File: src/rtl/hcsr04_array.sv
// hcsr04_array: multi-channel HC-SR04 ranging scheduler.
// Fires the enabled sensors one at a time in ascending index order. Each
// channel gets a trigger pulse, then its echo is measured in microsecond
// ticks, reported once, and followed by a recovery gap before the next ping.
module hcsr04_array #(
  parameter int CHANNELS        = 4,
  parameter int CH_LEN          = 2,
  parameter int CAP_LEN         = 16,
  parameter int FD_F            = 50,
  parameter int TRIG_US         = 10,
  parameter int ECHO_TIMEOUT_US = 30000,
  parameter int GAP_US          = 60000,
  parameter int TCNT_LEN        = 17
) (
  input  logic                clk50M,
  input  logic                rst,
  input  logic                start,
  input  logic                continuous,
  input  logic [CHANNELS-1:0] ch_mask,
  input  logic [CHANNELS-1:0] sig_len,
  output logic [CHANNELS-1:0] sig_trig,
  output logic [CAP_LEN-1:0]  len,
  output logic [CH_LEN-1:0]   len_ch,
  output logic                timeout,
  output logic                valid,
  output logic                busy,
  output logic                done
);

  localparam int unsigned NCH = CHANNELS;
  localparam int PS_LEN = (FD_F > 1) ? $clog2(FD_F) : 1;
  localparam logic [PS_LEN-1:0]   PS_LAST   = PS_LEN'(FD_F - 1);
  localparam logic [TCNT_LEN-1:0] TRIG_LAST = TCNT_LEN'(TRIG_US - 1);
  localparam logic [TCNT_LEN-1:0] ECHO_LAST = TCNT_LEN'(ECHO_TIMEOUT_US - 1);
  localparam logic [TCNT_LEN-1:0] GAP_LAST  = TCNT_LEN'(GAP_US - 1);

  typedef enum logic [2:0] {
    S_IDLE,
    S_TRIG,
    S_WAIT_RISE,
    S_MEASURE,
    S_REPORT,
    S_GAP
  } state_t;

  state_t state, state_n;

  logic [CH_LEN-1:0]   cur, cur_n;
  logic [CH_LEN-1:0]   first_ch, next_ch;
  logic                first_ok, next_ok;
  logic [CHANNELS-1:0] mask_q, mask_n;

  logic [CHANNELS-1:0] sync_a, sync_b, sync_d;
  logic                echo_lvl, echo_prev, echo_rise;

  logic [PS_LEN-1:0]   pcnt;
  logic                tick;
  logic [TCNT_LEN-1:0] tcnt;
  logic [CAP_LEN-1:0]  mcnt, mcnt_inc, rep_len;
  logic                rep, rep_to;

  // Two-stage synchronizer per echo input plus one delayed copy for edge detection
  always_ff @(posedge clk50M) begin
    if (rst) begin
      sync_a <= '0;
      sync_b <= '0;
      sync_d <= '0;
    end else begin
      sync_a <= sig_len;
      sync_b <= sync_a;
      sync_d <= sync_b;
    end
  end

  // Select the synchronized echo of the channel currently being pinged
  always_comb begin
    echo_lvl  = 1'b0;
    echo_prev = 1'b0;
    for (int unsigned i = 0; i < NCH; i++) begin
      if (cur == CH_LEN'(i)) begin
        echo_lvl  = sync_b[i];
        echo_prev = sync_d[i];
      end
    end
  end

  assign echo_rise = echo_lvl & ~echo_prev;
  assign tick      = (pcnt == PS_LAST);
  assign mcnt_inc  = (mcnt == '1) ? mcnt : mcnt + 1'b1;
  assign busy      = (state != S_IDLE);

  // Lowest enabled channel of the live mask, and next latched channel above cur
  always_comb begin
    first_ch = '0;
    first_ok = 1'b0;
    next_ch  = '0;
    next_ok  = 1'b0;
    for (int unsigned i = 0; i < NCH; i++) begin
      if (ch_mask[i] && !first_ok) begin
        first_ch = CH_LEN'(i);
        first_ok = 1'b1;
      end
      if (mask_q[i] && !next_ok && (CH_LEN'(i) > cur)) begin
        next_ch = CH_LEN'(i);
        next_ok = 1'b1;
      end
    end
  end

  // Next-state logic, result capture requests and the sweep-done pulse
  always_comb begin
    state_n = state;
    cur_n   = cur;
    mask_n  = mask_q;
    rep     = 1'b0;
    rep_to  = 1'b0;
    rep_len = '0;
    done    = 1'b0;
    case (state)
      S_IDLE: begin
        if ((start || continuous) && (ch_mask != '0)) begin
          mask_n  = ch_mask;
          cur_n   = first_ch;
          state_n = S_TRIG;
        end
      end
      S_TRIG: begin
        if (tick && (tcnt == TRIG_LAST)) state_n = S_WAIT_RISE;
      end
      S_WAIT_RISE: begin
        if (echo_rise) begin
          state_n = S_MEASURE;
        end else if (tick && (tcnt == ECHO_LAST)) begin
          state_n = S_REPORT;
          rep     = 1'b1;
          rep_to  = 1'b1;
          rep_len = '1;
        end
      end
      S_MEASURE: begin
        // The rise cycle was spent in WAIT_RISE, so the falling cycle's tick
        // is still credited; the synchronizer latency cancels out.
        if (!echo_lvl) begin
          state_n = S_REPORT;
          rep     = 1'b1;
          rep_len = tick ? mcnt_inc : mcnt;
        end else if (tick && (tcnt == ECHO_LAST)) begin
          state_n = S_REPORT;
          rep     = 1'b1;
          rep_to  = 1'b1;
          rep_len = '1;
        end
      end
      S_REPORT: begin
        state_n = S_GAP;
      end
      S_GAP: begin
        if (tick && (tcnt == GAP_LAST)) begin
          if (next_ok) begin
            cur_n   = next_ch;
            state_n = S_TRIG;
          end else begin
            done = 1'b1;
            if (continuous && (ch_mask != '0)) begin
              mask_n  = ch_mask;
              cur_n   = first_ch;
              state_n = S_TRIG;
            end else begin
              state_n = S_IDLE;
            end
          end
        end
      end
      default: state_n = S_IDLE;
    endcase
  end

  // State register, latched sweep context and the tick prescaler/timers
  always_ff @(posedge clk50M) begin
    if (rst) begin
      state  <= S_IDLE;
      cur    <= '0;
      mask_q <= '0;
      pcnt   <= '0;
      tcnt   <= '0;
      mcnt   <= '0;
    end else begin
      state  <= state_n;
      cur    <= cur_n;
      mask_q <= mask_n;
      if (state_n != state) begin
        pcnt <= '0;
        tcnt <= '0;
      end else if (tick) begin
        pcnt <= '0;
        tcnt <= tcnt + 1'b1;
      end else begin
        pcnt <= pcnt + 1'b1;
      end
      if (state != S_MEASURE) begin
        mcnt <= '0;
      end else if (tick) begin
        mcnt <= mcnt_inc;
      end
    end
  end

  // Trigger outputs follow the TRIG state one cycle later, only on cur
  always_ff @(posedge clk50M) begin
    if (rst) begin
      sig_trig <= '0;
    end else begin
      for (int unsigned i = 0; i < NCH; i++) begin
        sig_trig[i] <= (state == S_TRIG) && (cur == CH_LEN'(i));
      end
    end
  end

  // Result registers: updated together with a one-cycle valid pulse
  always_ff @(posedge clk50M) begin
    if (rst) begin
      len     <= '0;
      len_ch  <= '0;
      timeout <= 1'b0;
      valid   <= 1'b0;
    end else begin
      valid <= rep;
      if (rep) begin
        len     <= rep_len;
        len_ch  <= cur;
        timeout <= rep_to;
      end
    end
  end

endmodule
File: config.mk
export PLATFORM = sky130hd
export DESIGN_NAME = hcsr04_array
export DESIGN_NICKNAME = d
export VERILOG_FILES = /design/src/rtl/hcsr04_array.sv
export SDC_FILE = /design/constraint.sdc
export NUM_CORES = 1
export LEC_CHECK = 0
export CORE_ASPECT_RATIO = 2
export CORE_MARGIN = 2
export CORE_UTILIZATION = 57
export DETAILED_ROUTE_END_ITERATION = 16
export GPL_TIMING_DRIVEN = 0
export PLACE_DENSITY = 0.88
export SYNTH_ARGS = -nofsm -noshare
export SYNTH_HDL_FRONTEND = slang
export SYNTH_SLANG_ARGS = --single-unit
File: constraint.sdc
create_clock -name clk50M -period 2.4 [get_ports clk50M]
set_input_delay 0.24 -clock clk50M [delete_from_list [all_inputs] [get_ports clk50M]]
set_output_delay 0.24 -clock clk50M [all_outputs]
set_load 0.02 [all_outputs]
Word level (Yosys, flattened, before mapping)
Index checks and enable logic that the tools add are counted.

Add/sub/neg operators: 3. $lt $le $gt $ge: 4. Equality and inequality tests: 20. Muxes and demuxes: 55. Bitwise logic cells: 2. Reductions and logical operators: 36.

Operator list (count): $mux W16 (5); $pmux W16 S2 (1); $mux W1 (26); $logic_and A1 B1 Y1 (19); $mux W3 (6); $pmux W3 S6 (1); $add A17 B1 Y17 const B (1); $eq A17 B15 Y1 const B (1); $eq A17 B16 Y1 const B (1); $eq A17 B4 Y1 const B (1); $add A16 B1 Y16 const B (1); $eq A16 B16 Y1 const B (1); $mux W2 (8); $mux W4 (4); $ne A2 B2 Y1 const B (4); $pmux W4 S2 (1); $add A6 B1 Y6 const B (1); $eq A3 B2 Y1 const B (2); $eq A3 B3 Y1 const B (2); $eq A6 B6 Y1 const B (1); $logic_not A1 Y1 (6); $reduce_and A5 Y1 (1); $eq A2 B2 Y1 const B (2); $gt A1 B2 Y1 const A (2); 19 further kinds (22).

Register bits: 84. Bits of input ports: 12. Output and inout bits: 26. Word-level logic and storage cells: 134.

Longest topological paths before layout
Depth after elaboration: 20. Gate-level depth with buffers: 11. Mapped depth without buffers: 8.

Least setup slack after synthesis
OpenSTA, ideal clock, no wires.

Kind: register to register. Start point: register tcnt[0]. End point: register len[10]. Data arrival time: 1980 ps. Required time: 2320 ps. Slack: 340 ps. Cell stages (with the launch flop): 10. Clock period less this slack: 2060 ps. Path through: dfxtp_1 > ha_1 > and4_1 > nand4_2 > o31ai_1 > o21a_1 > buf_6 > buf_12 > nor2_2 > a211oi_2.

Cells in the longest elaborated chain, start to end: 5.

RTL lines: start: declaration (RTL line 58) `logic [TCNT_LEN-1:0] tcnt;`; start signal: assignment (RTL line 196) `tcnt <= tcnt + 1'b1;`; $eq A17 B15 Y1 (*) (RTL line 133, 147); $logic_and A1 B1 Y1 (*) (RTL line 133, 147); $mux W16 or $mux W1 (tied branches) (RTL line 133, 147); $mux W16 (tied with other cells) (RTL line 143) `if (!echo_lvl) begin`; $pmux W16 S2 or $pmux W1 S2 (tied branches) (RTL line 119) `case (state)`; end signal: assignment (RTL line 229) `len <= rep_len;`; end: declaration (RTL line 22) `output logic [CAP_LEN-1:0] len,`.

Mark *: on every way between the ends. The rest lies on a longest branch, timed or not. A chain may end at the register's enable or synchronous reset.

Worst setup path after layout
Start point: register pcnt[0]. End point: register pcnt[0].

Cells in the longest elaborated chain, start to end: 7.

RTL lines: start: declaration (RTL line 56) `logic [PS_LEN-1:0] pcnt;`; start signal: assignment (RTL line 198) `pcnt <= pcnt + 1'b1;`; $eq A6 B6 Y1 (RTL line 88) `assign tick = (pcnt == PS_LAST);`; $logic_and A1 B1 Y1 (RTL line 133, 147); $mux W3 (RTL line 133, 147); $mux W3, on equally long branches (RTL line 143, 131); $pmux W3 S6 (RTL line 119); $ne A3 B3 Y1 (RTL line 191) `if (state_n != state) begin`; $reduce_or A3 Y1 (no source line).

Parallel ways exist; a longest one is shown, timed or not.

==> reports/qor.csv <==
metric;value;unit
status;completed;
worst hold endpoint;sig_trig[1]$_SDFF_PP0_;
multiplexer share of the synthesized area;3.21;%
remaining antenna violation count;0;
drc violations;0;
Internal;2210;uW
Initial DRC Count;165;
top cell type's share of synthesized area;42.3;%
Final setup viols;0;
main combinational cell family by area after synthesis;simple AND/OR/NAND/NOR gates;
CTS tree;built;
total CTS buffers;9;
worst reg2reg path endpoint;pcnt[0]$_SDFF_PP0_;
Slew headroom;53.2;%
CP top delay family;simple AND/OR/NAND/NOR gates;
drt total wl;9.29;mm
register area share after synthesis;42.3;%
synth warn;0;
xor/xnor share of the synthesized area;6.46;%
clk buf depth;2;
remaining global-route overflow;0;
sw power;655;uW
Sw Ratio;22.9;%
core area;6670;um2
Final Instance Area;4780;um2
commonest non-fill, non-tap cell in the layout;dfxtp_1;
nets@finish;502;
GPL Wtd Cong;0.930;
worst hold path depth;4;
Post-synth EDFFs;0;
Worst EP arrival;2.53;ns
class of the worst hold path;in -> reg;
CP required;2.62;ns
Core Rows;42;
final hold vios;0;
reg2reg start;pcnt[0]$_SDFF_PP0_;
Antenna diodes;0;
Die Y-Extent;121;um
clk sinks;83;
hold path startpoint;rst;
Logic pwr share;7.1;%
post-DR wirelength/cell;16.1;um
CP startpoint kind;flip-flop;
cell chain of the critical path;ha_1 -> and4bb_2 -> buf_4 -> nand3_1 -> o31ai_1 -> nand4b_1 -> o31ai_4 -> buf_6 -> nor3_2;
most frequent cells in the layout;80 x dfxtp_1, 63 x nor2_1, 35 x clkdlybuf4s50_1, 24 x nand2_1, 19 x nand3_1;
DR vias;3400;
maxcap violations;0;
Clk pin slew, worst setup/hold paths;0.06;ns
Syn Std Cell Area;3930;um2
Slew @ Worst Pin;0.696;ns
pwr/cell area;598;nW/um2
Crit. Startpoint;pcnt[0]$_SDFF_PP0_;
Die X-Extent;62.7;um
die footprint;7620;um2
Synth Flop Type;dfxtp_1;
Flop pwr share;49.4;%
router iterations before antenna repair;4;
Synth area leader;dfxtp_1;
Worst Path Buf+Inv;2;
adder-cell share of the synthesized area;1.59;%
post-layout min period;2.30;ns
total power;2860;uW
clock share of power;43.5;%
Synth Area in Compound Gates;12.1;%
Initial Utilization;58.9;%
synthesized net count;449;
antenna violations before repair;0;
vias in the first global route;3311;
clk_skew;0.00582;ns
CTS Root Buffer Type;clkbuf_16;
CP Capture Type;flip-flop;
Area contributors post-synth;dfxtp_1 42%, nor2_1 6.2%, a211oi_1 3.6%;
port bufs;36;
Seq cells post-synth;83;
crit-path max FO;10;
post-synthesis average cell area;9.10;um2
# IOs;38;
library cells used by synthesis;58;
post-synthesis cell count;432;
placed cell areas;4400;um2
FFs w/ async S/R, synth;0;%
total track usage;25.5;%
Area Overhead vs Synth;21.6;%
critical path's largest stage delay;0.37;ns
leakage power;0.00161;uW
maximum number of pins on one net before global-route repair;13;
Final period util;96.0;%
worst r2r path cells;9;
global-route wire length before repair;15.2;mm
Crit-path slowest cell;dfxtp_2;
Max VDD drop;584;uV
Peak Freq;0.434;GHz
hpwl dp;6.70;mm
latest clock arrival within the worst-skew pair;0.34;ns
setup slack, reg-to-reg;0.1;ns
vias per cell;5.89;
simple-gate share of the synthesized area;29.4;%
share of layout cells above drive strength 1;16.6;%
Pins Over Slew Limit;0;
critical path class;reg -> reg;
H-tree levels;3;
-- worst reg2reg max path, delay by kind of cell, from the launching register on --
kind,cells,cell delay [ns]
DFF,1,0.37
and+or+nand+nor,4,0.65
adders and majority gates,1,0.15
buffers and inverters,2,0.38
AOI/OAI and AO/OA,2,0.62
-- sequential cells by signal, indices dropped and copies added, names as in the netlist --
register and cells:
mcnt 16, valid 1, tcnt 17, timeout 1, sync_a 4, sync_b 4, cur 2, len_ch 2
mask_q 3, sync_d 4, state 3, pcnt 6, len 16, sig_trig 4
-- per-stage QoR --
stage	hold WS (ns)	setup slack, ns	TNS [ns]	util, %	instances
after global routing	0.404	-0.0217	-0.0898	71.6	577
after floorplan	0.368	0.340	0	-	432
after detailed placement	0.445	-0.357	-4.60	66.0	556
after global placement	0.422	-0.323	-4.57	66.0	556
final	0.357	0.0956	0	71.6	577
after CTS	0.355	-0.000221	-0.000221	70.7	573
-- layout make-up --
type / instances / area (um2)
plain buffers: 21 / 149
flip-flops and latches: 83 / 1670
repair buffers: 42 / 400
clock buffers: 13 / 250
clock inverters: 2 / 12.5
inverters: 13 / 48.8
well taps: 88 / 110
fillers: 523 / 1890
multi-input cells: 315 / 2140
-- synth_stat cells, drive strengths merged, types with 7 or more instances --
| cell type | number |
|---|---|
| a21oi | 15 |
| mux2i | 7 |
| a211oi | 25 |
| dfxtp | 83 |
| xor2 | 15 |
| nor2b | 14 |
| nor2 | 71 |
| buf | 12 |
| nand4 | 13 |
| nor3 | 27 |
| xnor2 | 14 |
| nand3 | 19 |
| clkbuf | 9 |
| and3 | 11 |
| o21ai | 8 |
| nand2 | 25 |
| inv | 13 |
-- routing by layer --
metal | vias up | track usage (%) | wire length [um]
met1 | 1636 | 25.2 | 3460
met4 | 0 | 18.8 | 502
met2 | 98 | 47.2 | 5060
met5 | - | 0 | 0
li1 | 1624 | - | -
met3 | 42 | 3.53 | 270
-- timing repair --
action                                  4_1_cts  5_1_grt
hold buffers                                  0        0
gates resized for setup                      13       13
setup buffers                                 2        4
pin swaps                                     3        4
endpoints found under the setup margin       36       33
-- how the worst max path moves through the flow --
stage                            to  slack [ns]  cells past startpoint
6_report         pcnt[0]$_SDFF_PP0_         0.1                      9
5_1_grt          pcnt[2]$_SDFF_PP0_       -0.02                      9
4_1_cts                        done     -0.0002                      7
3_5_place_dp   tcnt[6]$_SDFFE_PP0N_       -0.36                      7
3_3_place_gp   tcnt[6]$_SDFFE_PP0N_       -0.32                      7
2_1_floorplan  len[10]$_SDFFE_PP0P_        0.34                      9
-- power by group through the flow --
| stage | combinational, uW | sequential (uW) | clock, uW |
|---|---|---|---|
| finish | 203 | 1410 | 1240 |
| floorplan | 132 | 1440 | 0 |
| detailed placement | 192 | 1440 | 0 |
| global placement | 189 | 1440 | 0 |
| global route | 221 | 1420 | 1300 |
| CTS | 198 | 1410 | 1240 |
-- cell families after synthesis --
group / count (synthesis)
compound gates: 62
xor+xnor: 29
fa+ha+maj: 5
buf+inv: 34
flops: 83
mux: 10
simple gates: 209
(Power assumes the default switching activity.)
